<file path="src/rtl/bm_bias_wr_pkg.sv">
// ============================================================================
//  Module      : bm_bias_wr_pkg
//  Description : Shared widths, derived packing factor and FSM state encoding
//                for the bias-memory writer and its stream packer.
//                Optional feature macro: BM_BIAS_WR_TLAST_CHK_EN
//  Revision    : 1.0  initial release
// ============================================================================
`default_nettype none

`ifndef DDR_AXIS_DATA_WIDTH
`define DDR_AXIS_DATA_WIDTH 32
`endif
`ifndef BM_DATA_WIDTH
`define BM_DATA_WIDTH 128
`endif
`ifndef BM_DEPTH
`define BM_DEPTH 64
`endif

package bm_bias_wr_pkg;

    localparam int BM_S_W    = `DDR_AXIS_DATA_WIDTH;
    localparam int BM_M_W    = `BM_DATA_WIDTH;
    localparam int BM_WORDS  = `BM_DEPTH;
    localparam int BM_A_W    = $clog2(BM_WORDS);
    localparam int BM_PACK_K = BM_M_W / BM_S_W;

    typedef enum logic [1:0] {
        ST_IDLE = 2'd0,
        ST_RECV = 2'd1,
        ST_DONE = 2'd2
    } bm_wr_state_e;

endpackage

`default_nettype wire

</file>
<file path="src/rtl/bm_bias_pack.sv">
// ============================================================================
//  Module      : bm_bias_pack
//  Description : K-slot one-hot shift-register packer. Collects K stream
//                beats (first beat ends up in the lowest slice) and presents
//                the completed word combinationally together with the K-th
//                beat strobe. Reusable for any DDR -> on-chip memory loader.
//  Revision    : 1.0  initial release
// ============================================================================
`default_nettype none

module bm_bias_pack #(
    parameter int S_W = 32,
    parameter int K   = 4
) (
    input  logic             clk,
    input  logic             rst_n,
    input  logic             clr_i,
    input  logic             beat_vld_i,
    input  logic [S_W-1:0]   beat_data_i,
    output logic             word_vld_o,
    output logic [S_W*K-1:0] word_o
);

    generate
        if (K == 1) begin : g_k1
            // A single beat is already a full word; nothing to hold.
            logic unused_k1;
            assign unused_k1  = ^{clk, rst_n, clr_i};
            assign word_vld_o = beat_vld_i;
            assign word_o     = beat_data_i;
        end else begin : g_kn
            logic [K-1:0]         slot_q, slot_d;
            logic [S_W*(K-1)-1:0] pack_q, pack_d;
            logic [S_W*K-1:0]     cat;

            // New beat enters at the top, so after K-1 shifts beat 0 sits lowest.
            assign cat        = {beat_data_i, pack_q};
            assign word_o     = cat;
            assign word_vld_o = beat_vld_i & slot_q[K-1];

            // Next slot pointer and shift contents.
            always_comb begin
                slot_d = slot_q;
                pack_d = pack_q;
                if (clr_i) begin
                    slot_d = K'(1);
                    pack_d = '0;
                end else if (beat_vld_i) begin
                    slot_d = {slot_q[K-2:0], slot_q[K-1]};
                    pack_d = cat[S_W*K-1:S_W];
                end
            end

            // Slot pointer and partial-word storage.
            always_ff @(posedge clk or negedge rst_n) begin
                if (!rst_n) begin
                    slot_q <= K'(1);
                    pack_q <= '0;
                end else begin
                    slot_q <= slot_d;
                    pack_q <= pack_d;
                end
            end
        end
    endgenerate

endmodule

`default_nettype wire

</file>
<file path="src/rtl/bm_bias_wr.sv">
// ============================================================================
//  Module      : bm_bias_wr
//  Description : Bias-memory writer. Packs K stream beats per BM word and
//                writes n_words consecutive words starting at B_addr,
//                wrapping at the end of the memory.
//                Optional feature macro: BM_BIAS_WR_TLAST_CHK_EN
//                (tlast placement check driving the sticky err flag).
//  Revision    : 1.0  initial release
// ============================================================================
`default_nettype none

module bm_bias_wr
    import bm_bias_wr_pkg::*;
#(
    parameter int S_W   = BM_S_W,
    parameter int M_W   = BM_M_W,
    parameter int DEPTH = BM_WORDS,
    parameter int A_W   = $clog2(DEPTH)
) (
    input  logic           clk,
    input  logic           rst_n,
    input  logic           start_pulse,
    input  logic [A_W-1:0] B_addr,
    input  logic [A_W:0]   n_words,
    input  logic [S_W-1:0] s_axis_tdata,
    input  logic           s_axis_tvalid,
    input  logic           s_axis_tlast,
    output logic           s_axis_tready,
    output logic           bm_wr_en,
    output logic [A_W-1:0] bm_wr_addr,
    output logic [M_W-1:0] bm_din,
    output logic           busy,
    output logic           done_pulse,
    output logic           err
);

    localparam int K = M_W / S_W;

    bm_wr_state_e   state_q, state_d;
    logic [A_W-1:0] next_addr_q, next_addr_d;
    logic [A_W:0]   words_left_q, words_left_d;
    logic           tready_q, tready_d;
    logic           wr_en_q, wr_en_d;
    logic [A_W-1:0] wr_addr_q, wr_addr_d;
    logic [M_W-1:0] din_q, din_d;
    logic           busy_q, busy_d;
    logic           done_q, done_d;
    logic           err_q, err_d;

    logic           pack_clr;
    logic           beat_acc;
    logic           word_vld;
    logic [M_W-1:0] word;
    logic           last_beat;

    assign beat_acc  = s_axis_tvalid & tready_q;
    // Completing beat of the last outstanding word.
    assign last_beat = word_vld & (words_left_q == (A_W+1)'(1));

    bm_bias_pack #(
        .S_W (S_W),
        .K   (K)
    ) u_pack (
        .clk         (clk),
        .rst_n       (rst_n),
        .clr_i       (pack_clr),
        .beat_vld_i  (beat_acc),
        .beat_data_i (s_axis_tdata),
        .word_vld_o  (word_vld),
        .word_o      (word)
    );

    // Control FSM: command capture, write issue and completion.
    always_comb begin
        state_d      = state_q;
        next_addr_d  = next_addr_q;
        words_left_d = words_left_q;
        tready_d     = tready_q;
        wr_en_d      = 1'b0;
        wr_addr_d    = wr_addr_q;
        din_d        = din_q;
        busy_d       = busy_q;
        done_d       = 1'b0;
        err_d        = err_q;
        pack_clr     = 1'b0;
        case (state_q)
            ST_IDLE: begin
                if (start_pulse) begin
                    next_addr_d  = B_addr;
                    words_left_d = n_words;
                    err_d        = 1'b0;
                    busy_d       = 1'b1;
                    pack_clr     = 1'b1;
                    state_d      = (n_words == '0) ? ST_DONE : ST_RECV;
                end
            end
            ST_RECV: begin
                tready_d = 1'b1;
                if (beat_acc) begin
`ifdef BM_BIAS_WR_TLAST_CHK_EN
                    if (s_axis_tlast != last_beat) begin
                        err_d = 1'b1;
                    end
`endif
                    if (word_vld) begin
                        wr_en_d      = 1'b1;
                        wr_addr_d    = next_addr_q;
                        din_d        = word;
                        next_addr_d  = (next_addr_q == A_W'(DEPTH-1)) ? '0
                                                                      : next_addr_q + A_W'(1);
                        words_left_d = words_left_q - (A_W+1)'(1);
                        if (last_beat) begin
                            // Drop ready in the same update so no extra beat slips in.
                            tready_d = 1'b0;
                            state_d  = ST_DONE;
                        end
                    end
                end
            end
            ST_DONE: begin
                done_d  = 1'b1;
                busy_d  = 1'b0;
                state_d = ST_IDLE;
            end
            default: begin
                state_d = ST_IDLE;
            end
        endcase
    end

    // State and output registers.
    always_ff @(posedge clk or negedge rst_n) begin
        if (!rst_n) begin
            state_q      <= ST_IDLE;
            next_addr_q  <= '0;
            words_left_q <= '0;
            tready_q     <= 1'b0;
            wr_en_q      <= 1'b0;
            wr_addr_q    <= '0;
            din_q        <= '0;
            busy_q       <= 1'b0;
            done_q       <= 1'b0;
            err_q        <= 1'b0;
        end else begin
            state_q      <= state_d;
            next_addr_q  <= next_addr_d;
            words_left_q <= words_left_d;
            tready_q     <= tready_d;
            wr_en_q      <= wr_en_d;
            wr_addr_q    <= wr_addr_d;
            din_q        <= din_d;
            busy_q       <= busy_d;
            done_q       <= done_d;
            err_q        <= err_d;
        end
    end

    assign s_axis_tready = tready_q;
    assign bm_wr_en      = wr_en_q;
    assign bm_wr_addr    = wr_addr_q;
    assign bm_din        = din_q;
    assign busy          = busy_q;
    assign done_pulse    = done_q;

`ifdef BM_BIAS_WR_TLAST_CHK_EN
    assign err = err_q;
`else
    logic unused_tlast;
    assign unused_tlast = ^{s_axis_tlast, last_beat, err_q};
    assign err          = 1'b0;
`endif

endmodule

`default_nettype wire

</file>
<file path="config.mk">
export PLATFORM = sky130hd
export DESIGN_NAME = bm_bias_wr
export DESIGN_NICKNAME = d
export VERILOG_FILES = /design/src/rtl/bm_bias_wr_pkg.sv /design/src/rtl/bm_bias_pack.sv /design/src/rtl/bm_bias_wr.sv
export SDC_FILE = /design/constraint.sdc
export NUM_CORES = 1
export LEC_CHECK = 0
export CAP_MARGIN = 20
export CORE_ASPECT_RATIO = 0.9
export CORE_MARGIN = 2
export CORE_UTILIZATION = 47
export DETAILED_ROUTE_END_ITERATION = 8
export PLACE_DENSITY = 0.79
export SYNTH_ARGS = -nofsm -noshare
export SYNTH_HDL_FRONTEND = slang
export SYNTH_SLANG_ARGS = --single-unit
</file>
<file path="constraint.sdc">
create_clock -name clk -period 1.7 [get_ports clk]
set_clock_uncertainty 0.2 [all_clocks]
set_input_delay 0.51 -clock clk [delete_from_list [all_inputs] [get_ports clk]]
set_output_delay 0.51 -clock clk [all_outputs]
set_load 0.05 [all_outputs]
</file>
### Word level (Yosys, flattened, before mapping)

Cells that the tools add are included.

* flip-flop bits (word level): 253
* word-level logic and storage cells: 63

* add/sub/neg operators: 2
* equality and inequality tests: 8
* multiplexer cells: 30
* bitwise logic cells: 3
* reduce and logical (&&, ||, !) cells: 9

Operators with widths (number)
* $mux 96: 2
* $mux 6: 4
* $mux 7: 3
* $pmux 7 s2: 1
* $pmux 6 s2: 1
* $mux 1: 10
* $mux 2: 5
* $mux 4: 2
* $reduce_and 4->1: 2
* $eq 7x1->1 const B: 1
* $logic_not 7->1: 1
* $sub 7x1->7 const B: 1
* $add 6x1->6 const B: 1
* $eq 6x6->1 const B: 1
* $ne 2x2->1 const B: 3
* $reduce_bool 2->1: 3
* $pmux 2 s2: 1
* $and 1x1->1: 3
* $reduce_and 3->1: 1
* $eq 2x1->1 const B: 1
* $eq 2x2->1 const B: 1
* $logic_not 2->1: 1
* $ne 2x1->1 const B: 1
* $pmux 1 s2: 1
* $reduce_and 2->1: 1

### Longest topological paths before layout

* depth in word-level cells: 7
* mapped depth: 6

### Cells and area by module

Synthesis repeated with hierarchy kept, for this count alone.

* cells, all modules: 755
* area, all modules: 10644.0 um^2

Modules (own cells, without submodules)
* bm_bias_wr: times used 1, cells each 400, area each 6276.0 um^2
* bm_bias_pack: times used 1, cells each 355, area each 4367.9 um^2

### Worst setup path before layout

Ideal clock, no wire load.

* path type: register to register
* start: register tready_q (netlist: s_axis_tready)
* end: register din_q[100] (netlist: bm_din[100])
* data arrival time: 1802 ps
* data required time: 1375 ps
* path slack: -427 ps
* stages on the path, launching flop included: 6
* buffers on the path: 2
* clock period less this slack: 2127 ps
* cells stage by stage: dfrtp_1 -> nand3_1 -> nor2_8 -> buf_8 -> buf_12 -> mux2_4

* cells in the longest elaborated chain, start to end: 3

Ends and longest elaborated chain
* start, declared: RTL line bm_bias_wr.sv:42 `logic tready_q, tready_d;`
* start signal, assigned: RTL line bm_bias_wr.sv:148 `tready_q <= tready_d;`
* $and 1x1->1 *: RTL line bm_bias_wr.sv:56 `assign beat_acc = s_axis_tvalid & tready_q;`
* $and 1x1->1: RTL line bm_bias_pack.sv:39 `assign word_vld_o = beat_vld_i & slot_q[K-1];`
* $reduce_and 3->1 (no line) *
* end signal, assigned: RTL line bm_bias_wr.sv:151 `din_q <= din_d;`
* end, declared: RTL line bm_bias_wr.sv:45 `logic [M_W-1:0] din_q, din_d;`

Every way passes the cells marked *; elsewhere a longest branch is shown, timed or not.
A chain may end at the register's enable or synchronous reset.

### Final worst setup path

* start: register tready_q (netlist: s_axis_tready)
* end: output s_axis_tready

RTL lines
* end, declared: RTL line bm_bias_wr.sv:28 `output logic s_axis_tready,`

No word-level cell between the ends.

==> reports/results.txt <==
For the worst-skew pair, the clock arrives at the later sink with an insertion delay of 530 ps. In the final routed layout, each cell accounts on average for 22.8 um. The cell leakage power was 7.78 nW. The logs give 0 for the initial antenna violation count and 40 for the count of cell types in the netlist. In this run the worst hold path is classified as in -> async. The critical-path maximum fanout was 2; the total clock sinks was 253. Ranked by total cell area, the synthesized netlist is headed by dfrtp_1 (62%), mux2_2 (9.4%), nand2_1 (7.8%). The register area came out at 0.00634 mm2. Yosys instantiated no cell more often than dfrtp_1.

The logs give 1 for the H-tree depth and 0 for the DRC violation count after routing. The final reports fail on negative setup slack. The repair_antennas step left the layout with diodes totalling 0. Yosys mapped a number of flops with a built-in enable equal to 0.

For the total routing usage reported by global routing, the log shows 26.3%. The Yosys step of the flow raised 0 warnings. The standard cell core area is 0.0214 mm2, and the DRC violation total after the first TritonRoute iteration is 621.

The first TritonRoute pass finished after 5 iterations. Wires add up to 33700 um. In the finished design, the share of the clock period the worst path needs comes to 113%. From left edge to right edge, the die measures 159 um. Once the floorplan was initialized, standard cells occupied 47.5% of the core.

The die covers 0.0229 mm2. The count of buffers added on input and output ports is 186. The total of fill cells in the finished design was 1144. The global placer's final weighted congestion came out at 0.859. The first global-routing pass estimated 46900 um of wire. The number of pins exceeding their max-slew limit in the final report was 0; the worst endpoint data arrival time was 1220 ps.

The number of hold-slack violations in the final timing report is 0, and the post-synthesis instance area is 0.0102 mm2. The count of nets left with antenna violations once routing finished came out at 0. Pin placement for this block handled 189 I/O pins. STA classifies the critical path startpoint as a register. The number of setup violations in the final report is 296. Summing the sequential cell areas from Yosys gives 62.2% of the chip area.

The required time at the endpoint of the critical path was 990 ps; the clock-pin slew of the registers on the worst-case setup and hold paths was 70 ps. The total overflow left after global routing is 0. In this run the deepest clock path goes through 3 buffers. The number of instances in the synthesized netlist is 836. The number of max-cap violations was 0; the peak supply drop was 0.00113 V. The clock period minus worst slack is 1930 ps. For this run, the top clock speed supported by timing is 0.519 GHz. The run finished, with violations left.

The power per cell area was 2150 mW/mm2. The top cell type's share of synthesized area works out to 61.9%. TritonCTS created 27 clock buffers. The commonest cells after synthesis are dfrtp_1 (252), nand2_1 (211), a21oi_1 (110), mux2_2 (85), mux2_4 (49). The post-synthesis area per instance is 12.2 um2. The count of vias placed by the detailed router is 8149. Cell count of the worst reg-to-reg path: 8. The tools report the area taken by multi-input logic gates as 0.00389 mm2.

The library cell occupying the most area in the post-synthesis netlist was dfrtp_1. Setup repair after global routing could not meet its margin everywhere. The async set-or-reset flop fraction in the synthesized netlist was 100%; the layout net count was 1223. Clock tree root driver cell: clkbuf_16.

Using the TritonRoute via totals, the vias-per-cell ratio works out to 5.51. The share of the core filled with cells in the final layout was 78.2%; the detailed placement HPWL was 18100 um. The endpoint identified for the worst register-to-register timing path is bm_wr_addr[5]. Number of global-route vias before repair: 8136.

STA classifies the critical path endpoint as an output port. The number of storage elements in the synthesis netlist was 253. The reg-to-reg startpoint is s_axis_tready. In this run the vertical extent of the chip is 144 um. The site row count is 51. In the final layout, the share of cells above drive strength 1 is 43.9%. TritonCTS built the clock tree. The final critical-path setup slack was -226 ps; the synthesis-to-layout area growth was 64.6%. The most common flop cell mapped by yosys was dfrtp_1. The tools report the reg2reg setup slack as -220 ps. The number of nets handed over by synthesis was 889.

The total power is 36.1 mW. The startpoint-to-endpoint class of the critical path was reg -> out. The maximum number of pins on one net before global-route repair came out at 46.
what timing repair did:
action / CTS / global route
pin swaps: 5 / 6
cloned: 8 / 8
resized for setup: 89 / 55
endpoints found under the setup margin: 279 / 284
buffers inserted: 51 / 57
hold buffers: 1 / 0
endpoints found under the hold margin: 49 / 0
registers in the layout (all words and copies together) (netlist names):
signal	count
bm_wr_en	1
next_addr_q	6
u_pack.g_kn.slot_q	4
words_left_q	7
state_q	2
busy	1
done_pulse	1
u_pack.g_kn.pack_q	96
bm_wr_addr	6
s_axis_tready	1
bm_din	128
where the power goes:
part	switching (mW)	internal, mW
clock network	2.49	3.74
logic	8.92	9.78
registers	2.71	8.48
final cells by class:
type / count / area share (%)
well taps: 291 / 2.17
repair buffers: 358 / 31.2
clock inverters: 13 / 1.04
inverters: 4 / 0.0895
multi-input cells: 526 / 23.2
clock buffers: 35 / 4.51
flip-flops and latches: 253 / 37.8
per-layer routing:
layer,part of all wire (%),up-vias,GRT usage [%]
li1,-,3494,-
met1,39,4191,34.6
met2,51,370,43.9
met3,6.5,94,5.51
met4,3.7,0,9.52
met5,0,-,0
worst max-delay path, stage by stage (launching register included):
cell	delay, ps
dfrtp_2	420
buf_6	130
buf_12	140
kinds of logic (layout without fill, tap and decap cells):
family                     Yosys count  after routing  share of synthesized area (%)
muxes                              134            134                           16.6
AOI/OAI and AO/OA                  142            142                           7.38
DFF                                253            253                           62.2
adders and majority gates            3              3                          0.368
buffers and inverters               57            410                           3.50
other                                1              1                         0.0368
and+or+nand+nor                    246            246                           9.95
how the worst max path moves through the flow:
stage                       start         endpoint  slack (ps)  cells after the start
finish              s_axis_tready    s_axis_tready        -230                      2
global route        s_axis_tready    bm_wr_addr[5]        -260                      8
CTS                 s_axis_tready    s_axis_tready        -210                      2
detailed placement  s_axis_tvalid  words_left_q[3]        -670                      6
global placement    s_axis_tvalid      bm_din[127]        -610                      6
floorplan           s_axis_tready      bm_din[100]         -70                      5
stage by stage:
stage	instances	area (um2)	hold WS (ps)	TNS, ps	setup WS (ps)
final	1480	16800	268	-29330	-226
after global routing	1480	16800	295	-40990	-260
after CTS	1422	16100	264	-30150	-210
after detailed placement	1314	14200	233	-138250	-670
after global placement	1314	14200	227	-128350	-614
after floorplan	836	10200	14.4	-3500	-71.8
placed cells by master, fill, tap and decap left out, drive strengths merged, types with 2 or more instances in the layout:
master         synthesis  final
o2bb2ai                5      5
nand2b                 4      4
inv                    4      6
nand2                211    211
and2                   4      4
nor4                   4      4
dfrtp                252    252
or3                    2      2
nor2                   5      5
buf                   23    303
dlygate4sd2            0      4
nor2b                  2      2
o21ai                 17     17
clkbuf                30     42
mux2                 134    134
nand4                  3      3
a31oi                  2      2
o22ai                  2      2
clkinv                 0      7
ha                     3      3
a2bb2oi                2      2
bufinv                 0      4
nand3                  3      3
clkdlybuf4s50          0     43
nor3                   3      3
a21oi                110    110
(Power assumes the default switching activity.)
